File: src/rtl/mem_arbiter_if.sv
// Bus between two memory requesters, the arbiter and a single-port memory.
// Handshake: a requester raises reqN with wrN/addrN/wdataN and holds it until
// doneN pulses for one cycle; rdata is valid only in that cycle.
interface mem_arbiter_if #(
  parameter int ADDR_W = 32,
  parameter int DATA_W = 32
);
  logic              req0;
  logic              req1;
  logic              wr0;
  logic              wr1;
  logic [ADDR_W-1:0] addr0;
  logic [ADDR_W-1:0] addr1;
  logic [DATA_W-1:0] wdata0;
  logic [DATA_W-1:0] wdata1;
  logic              done0;
  logic              done1;
  logic [DATA_W-1:0] rdata;
  logic              busy;
  logic              grant_id;
  logic [ADDR_W-1:0] mem_addr;
  logic              mem_wr;
  logic [DATA_W-1:0] mem_wdata;
  logic [DATA_W-1:0] mem_rdata;

  modport slave (
    input  req0, req1, wr0, wr1, addr0, addr1, wdata0, wdata1, mem_rdata,
    output done0, done1, rdata, busy, grant_id, mem_addr, mem_wr, mem_wdata
  );

  modport master (
    output req0, req1, wr0, wr1, addr0, addr1, wdata0, wdata1, mem_rdata,
    input  done0, done1, rdata, busy, grant_id, mem_addr, mem_wr, mem_wdata
  );
endinterface

File: src/rtl/mem_arbiter.sv
// Round-robin arbiter giving two requesters fixed-latency access to one
// single-port memory through an IDLE -> BUSY -> DONE sequence.
module mem_arbiter #(
  parameter int ADDR_W  = 32,
  parameter int DATA_W  = 32,
  parameter int MEM_LAT = 2
) (
  input  logic         Clk,
  input  logic         Reset,
  mem_arbiter_if.slave bus,
  output logic [1:0]   state_dbg
);

  typedef enum logic [1:0] {
    IDLE = 2'd0,
    BUSY = 2'd1,
    DONE = 2'd2
  } state_t;

  state_t     state;
  state_t     state_nxt;
  logic [3:0] cnt;
  logic       last_grant;
  logic       accept;
  logic       win;

  always_comb begin
    state_nxt = state;
    accept    = 1'b0;
    // With both requesting, the one not served last wins; a lone requester always wins.
    win       = (bus.req0 && bus.req1) ? ~last_grant : bus.req1;
    case (state)
      IDLE: begin
        if (bus.req0 || bus.req1) begin
          accept    = 1'b1;
          state_nxt = BUSY;
        end
      end
      BUSY: begin
        if (cnt == 4'd1) state_nxt = DONE;
      end
      DONE:    state_nxt = IDLE;
      default: state_nxt = IDLE;
    endcase
  end

  always_ff @(posedge Clk) begin
    if (Reset) state <= IDLE;
    else       state <= state_nxt;
  end

  always_ff @(posedge Clk) begin
    if (Reset) begin
      cnt           <= 4'd0;
      bus.mem_wr    <= 1'b0;
      bus.mem_addr  <= '0;
      bus.mem_wdata <= '0;
      bus.rdata     <= '0;
      bus.grant_id  <= 1'b0;
      last_grant    <= 1'b1;
    end else begin
      case (state)
        IDLE: begin
          if (accept) begin
            bus.grant_id  <= win;
            bus.mem_wr    <= win ? bus.wr1    : bus.wr0;
            bus.mem_addr  <= win ? bus.addr1  : bus.addr0;
            bus.mem_wdata <= win ? bus.wdata1 : bus.wdata0;
            cnt           <= 4'(MEM_LAT);
          end
        end
        BUSY: begin
          cnt <= cnt - 4'd1;
          if (cnt == 4'd1) begin
            // Writes leave the last read data in place.
            if (!bus.mem_wr) bus.rdata <= bus.mem_rdata;
            bus.mem_wr <= 1'b0;
          end
        end
        DONE: last_grant <= bus.grant_id;
        default: ;
      endcase
    end
  end

  assign bus.done0 = (state == DONE) && !bus.grant_id;
  assign bus.done1 = (state == DONE) &&  bus.grant_id;
  assign bus.busy  = (state != IDLE);
  assign state_dbg = state;

endmodule

File: src/flat_wrapper.sv
// flat-port wrapper written by rule: the top's interface ports become plain ports
module mem_arbiter_flat 
#(
  parameter int ADDR_W  = 32,
  parameter int DATA_W  = 32,
  parameter int MEM_LAT = 2
)
  (Clk, Reset, state_dbg, bus_req0, bus_req1, bus_wr0, bus_wr1, bus_addr0, bus_addr1, bus_wdata0, bus_wdata1, bus_mem_rdata, bus_done0, bus_done1, bus_rdata, bus_busy, bus_grant_id, bus_mem_addr, bus_mem_wr, bus_mem_wdata);
  mem_arbiter_if #(.ADDR_W(ADDR_W), .DATA_W(DATA_W)) bus_i ();
  input  logic Clk;
  input  logic Reset;
  output logic [1:0] state_dbg;
  input wire logic [$bits(bus_i.req0)-1:0] bus_req0;
  input wire logic [$bits(bus_i.req1)-1:0] bus_req1;
  input wire logic [$bits(bus_i.wr0)-1:0] bus_wr0;
  input wire logic [$bits(bus_i.wr1)-1:0] bus_wr1;
  input wire logic [$bits(bus_i.addr0)-1:0] bus_addr0;
  input wire logic [$bits(bus_i.addr1)-1:0] bus_addr1;
  input wire logic [$bits(bus_i.wdata0)-1:0] bus_wdata0;
  input wire logic [$bits(bus_i.wdata1)-1:0] bus_wdata1;
  input wire logic [$bits(bus_i.mem_rdata)-1:0] bus_mem_rdata;
  output wire logic [$bits(bus_i.done0)-1:0] bus_done0;
  output wire logic [$bits(bus_i.done1)-1:0] bus_done1;
  output wire logic [$bits(bus_i.rdata)-1:0] bus_rdata;
  output wire logic [$bits(bus_i.busy)-1:0] bus_busy;
  output wire logic [$bits(bus_i.grant_id)-1:0] bus_grant_id;
  output wire logic [$bits(bus_i.mem_addr)-1:0] bus_mem_addr;
  output wire logic [$bits(bus_i.mem_wr)-1:0] bus_mem_wr;
  output wire logic [$bits(bus_i.mem_wdata)-1:0] bus_mem_wdata;
  assign bus_i.req0 = bus_req0;
  assign bus_i.req1 = bus_req1;
  assign bus_i.wr0 = bus_wr0;
  assign bus_i.wr1 = bus_wr1;
  assign bus_i.addr0 = bus_addr0;
  assign bus_i.addr1 = bus_addr1;
  assign bus_i.wdata0 = bus_wdata0;
  assign bus_i.wdata1 = bus_wdata1;
  assign bus_i.mem_rdata = bus_mem_rdata;
  assign bus_done0 = bus_i.done0;
  assign bus_done1 = bus_i.done1;
  assign bus_rdata = bus_i.rdata;
  assign bus_busy = bus_i.busy;
  assign bus_grant_id = bus_i.grant_id;
  assign bus_mem_addr = bus_i.mem_addr;
  assign bus_mem_wr = bus_i.mem_wr;
  assign bus_mem_wdata = bus_i.mem_wdata;
  mem_arbiter #(.ADDR_W(ADDR_W), .DATA_W(DATA_W), .MEM_LAT(MEM_LAT)) u_core (.Clk(Clk), .Reset(Reset), .bus(bus_i), .state_dbg(state_dbg));
endmodule
File: config.mk
export PLATFORM = sky130hd
export DESIGN_NAME = mem_arbiter_flat
export DESIGN_NICKNAME = d
export VERILOG_FILES = /design/src/rtl/mem_arbiter_if.sv /design/src/rtl/mem_arbiter.sv /design/src/flat_wrapper.sv
export SDC_FILE = /design/constraint.sdc
export NUM_CORES = 1
export LEC_CHECK = 0
export CORE_ASPECT_RATIO = 1.1
export CORE_MARGIN = 10
export CORE_UTILIZATION = 37
export DETAILED_ROUTE_END_ITERATION = 8
export HOLD_SLACK_MARGIN = 0.1
export PLACE_DENSITY = 0.81
export SLEW_MARGIN = 20
export SYNTH_ARGS = -nofsm -noshare
export SYNTH_HDL_FRONTEND = slang
export SYNTH_SLANG_ARGS = --single-unit
File: constraint.sdc
create_clock -name Clk -period 2.2 [get_ports Clk]
set_input_delay 0.44 -clock Clk [delete_from_list [all_inputs] [get_ports Clk]]
set_output_delay 0.44 -clock Clk [all_outputs]
set_load 0.02 [all_outputs]
==> flow_summary.yaml, run 1 <==
timing:
  finalClockSkew_ns: 0.00864
  finalCritPeriodShare: 0.948
  fin_crit_ns: 2.09
  setup_viol: 0
  relSlewSlack: 0.665
  setup_tns_ns: 0
  hold_viol: 0
  fmax_mhz: 479
  rsz0062_at_grt: "false"
  setup_ws_ns: 0.114
  final_max_slew_viol_count: 0
  worst_pin_slew_ns: 0.502
drt:
  drcViolationCount: 0
  vias_per_cell: 5.08
  finalWirelength_mm: 16.4
  drtIter0Drc: 265
  ant_nets: 0
  routedWlPerCell_um: 17.3
  drtPass1Iterations: 4
  via_count: 4823
synth:
  synth_ff_type: "dfxtp_1"
  avgSynthCellArea_um2: 7.80
  syn-num-nets: 717
  synth_area_leaders: "dfxtp_1 (49%), nand2_1 (17%), a311oi_1 (13%)"
  synth_edf_count: 0
  yosysTopAreaCell: "dfxtp_1"
  postSynthCellCount: 549
  ys_types: 29
  ys_seq_area_frac: 0.491
  synth_top_area_frac: 0.491
  ys_warn_count: 0
  syn_area_mm2: 0.00428
  async_reset_ff_frac: 0
  synth-seq-cells: 105
clock_tree:
  postCtsSetupBuffers: 0
  ctsLongestPathBuffers: 2
  cts_max_level: 3
  cts_hold_buf: 0
  clk_pin_slew_ns: 0.07
  cts_tree: "built"
  cts_root_buffer: "clkbuf_16"
  ctsResizeCount: 0
  clock_sinks: 105
  cts_made_buffers: 9
  clk_latency_ns: 0.35
setup_path:
  endpoint_kind: "output port"
  path_class: "reg -> out"
  worst-path-max-fanout: 6
  worstPathArrival_ns: 1.65
  startpoint_type: "flip-flop"
  cp.required_ns: 1.76
job:
  timing.max_cap.violations: 0
placed_design:
  pre_cts_ws_ns: 0.170
  dp_hpwl_mm: 12.9
  port_buffers: 268
  gp_congestion: 0.864
power:
  power_leakage_nw: 2.79
  max-vdd-ir-drop_uv: 342
  power_density_mw_per_mm2: 707
finish:
  final_common_cell: "clkdlybuf4s50_1"
  fin_nets: 962
  most-common-layout-cells: "clkdlybuf4s50_1 (266), nand2_1 (195), dfxtp_1 (105)"
  final_layout_size_suffix_gt1_frac: 0.0451
  area_delta_synth_final_pct: 73.4
grt:
  antenna_found_initial: 1
  grt-ovfl-total: 0
  grt_usage: 0.190
  grt_pass1_wl_mm: 24.8
  grt_pass1_vias: 4802
  grt_max_degree: 68
die:
  initial_core_util: 0.376
  ios: 269
  core_area_mm2: 0.0114
  die_w_um: 123
  fp.dieH_um: 133
  num_rows: 41
  die_area_mm2: 0.0163
worst_hold_path:
  hold_path.class: "reg -> reg"
run_status:
  outcome: "finished clean"
worst paths after layout:
| kind | slack [ns] | from | to | depth (start not counted) |
|---|---|---|---|---|
| setup / recovery | 0.11 | u_core.state_dbg[1] | bus_busy | 3 |
| hold / removal | 0.46 | u_core.bus.rdata[6] | u_core.bus.rdata[6] | 2 |
| setup reg to reg | 0.32 | u_core.cnt[0] | u_core.bus.rdata[14] | 6 |
| hold reg to reg | 0.46 | u_core.bus.rdata[6] | u_core.bus.rdata[6] | 2 |
per-stage QoR:
stage / util / total power (W) / instance area [um^2] / hold WS [ns] / cells
final: 0.652 / 0.00525 / 7420 / 0.455 / 950
after global routing: 0.652 / 0.00548 / 7420 / 0.476 / 949
after CTS: 0.652 / 0.00530 / 7420 / 0.458 / 949
after detailed placement: 0.624 / 0.00362 / 7100 / 0.448 / 933
after global placement: 0.624 / 0.00359 / 7100 / 0.441 / 933
after floorplan: - / 0.00285 / 4280 / 0.450 / 549
power by group:
group	internal (W)	switching [W]
registers	0.00207	0.0000965
logic	0.000725	0.000681
clock network	0.000973	0.000697
total	0.00377	0.00147
Yosys cell counts (all sizes together), types with 2 or more instances:
library cell,number
nand2,196
nor2,74
o21ai,3
a21oi,33
a311oi,64
dfxtp,105
buf,21
clkbuf,25
and2,2
nor3,4
nand2b,4
ha,2
inv,4
registers in the layout, summed over array words and instances (netlist names):
name and cells:
u_core.bus.mem_wr 1, u_core.last_grant 1, u_core.bus.rdata 32, u_core.bus.grant_id 1, u_core.state_dbg 2, u_core.bus.mem_wdata 32
u_core.cnt 4, u_core.bus.mem_addr 32
logic make-up (layout without fill, tap and decap cells):
| family | after synthesis | count (layout) | synth area share |
|---|---|---|---|
| other | 0 | 1 | 0 |
| DFF | 105 | 105 | 0.491 |
| buffers and inverters | 50 | 300 | 0.0555 |
| muxes | 1 | 1 | 0.00263 |
| AOI/OAI and AO/OA | 106 | 106 | 0.185 |
| and+or+nand+nor | 284 | 284 | 0.258 |
| xor gates and xnor gates | 1 | 1 | 0.00205 |
| adders and majority gates | 2 | 2 | 0.00584 |
per-layer routing:
metal / share of wire / up-vias / global-route usage
met4: 0.037 / 0 / 0.0950
li1: - / 2356 / -
met5: 0 / - / 0
met1: 0.38 / 2198 / 0.201
met3: 0.10 / 39 / 0.0677
met2: 0.48 / 230 / 0.325
worst max-delay path, cell delays in order (launching register included):
cell and delay, ns:
dfxtp_1 0.43, nor2_1 0.12, inv_2 0.13, clkdlybuf4s50_1 0.63
area by class of cell:
class	count	area, um^2
fill	954	3960
timing repair buffer	280	2850
sequential	105	2100
multi-input combinational	394	1950
clock buffer	12	267
tap	150	188
clock inverter	4	50.0
inverter	4	15.0
antenna	1	2.50
(Power assumes the default switching activity.)
==> run 2: changes to the inputs <==
TNS_END_PERCENT = 10   (was default)
==> results of run 2 <==
Same layout as run 1: the final DEF is identical, and so are final timing and power.
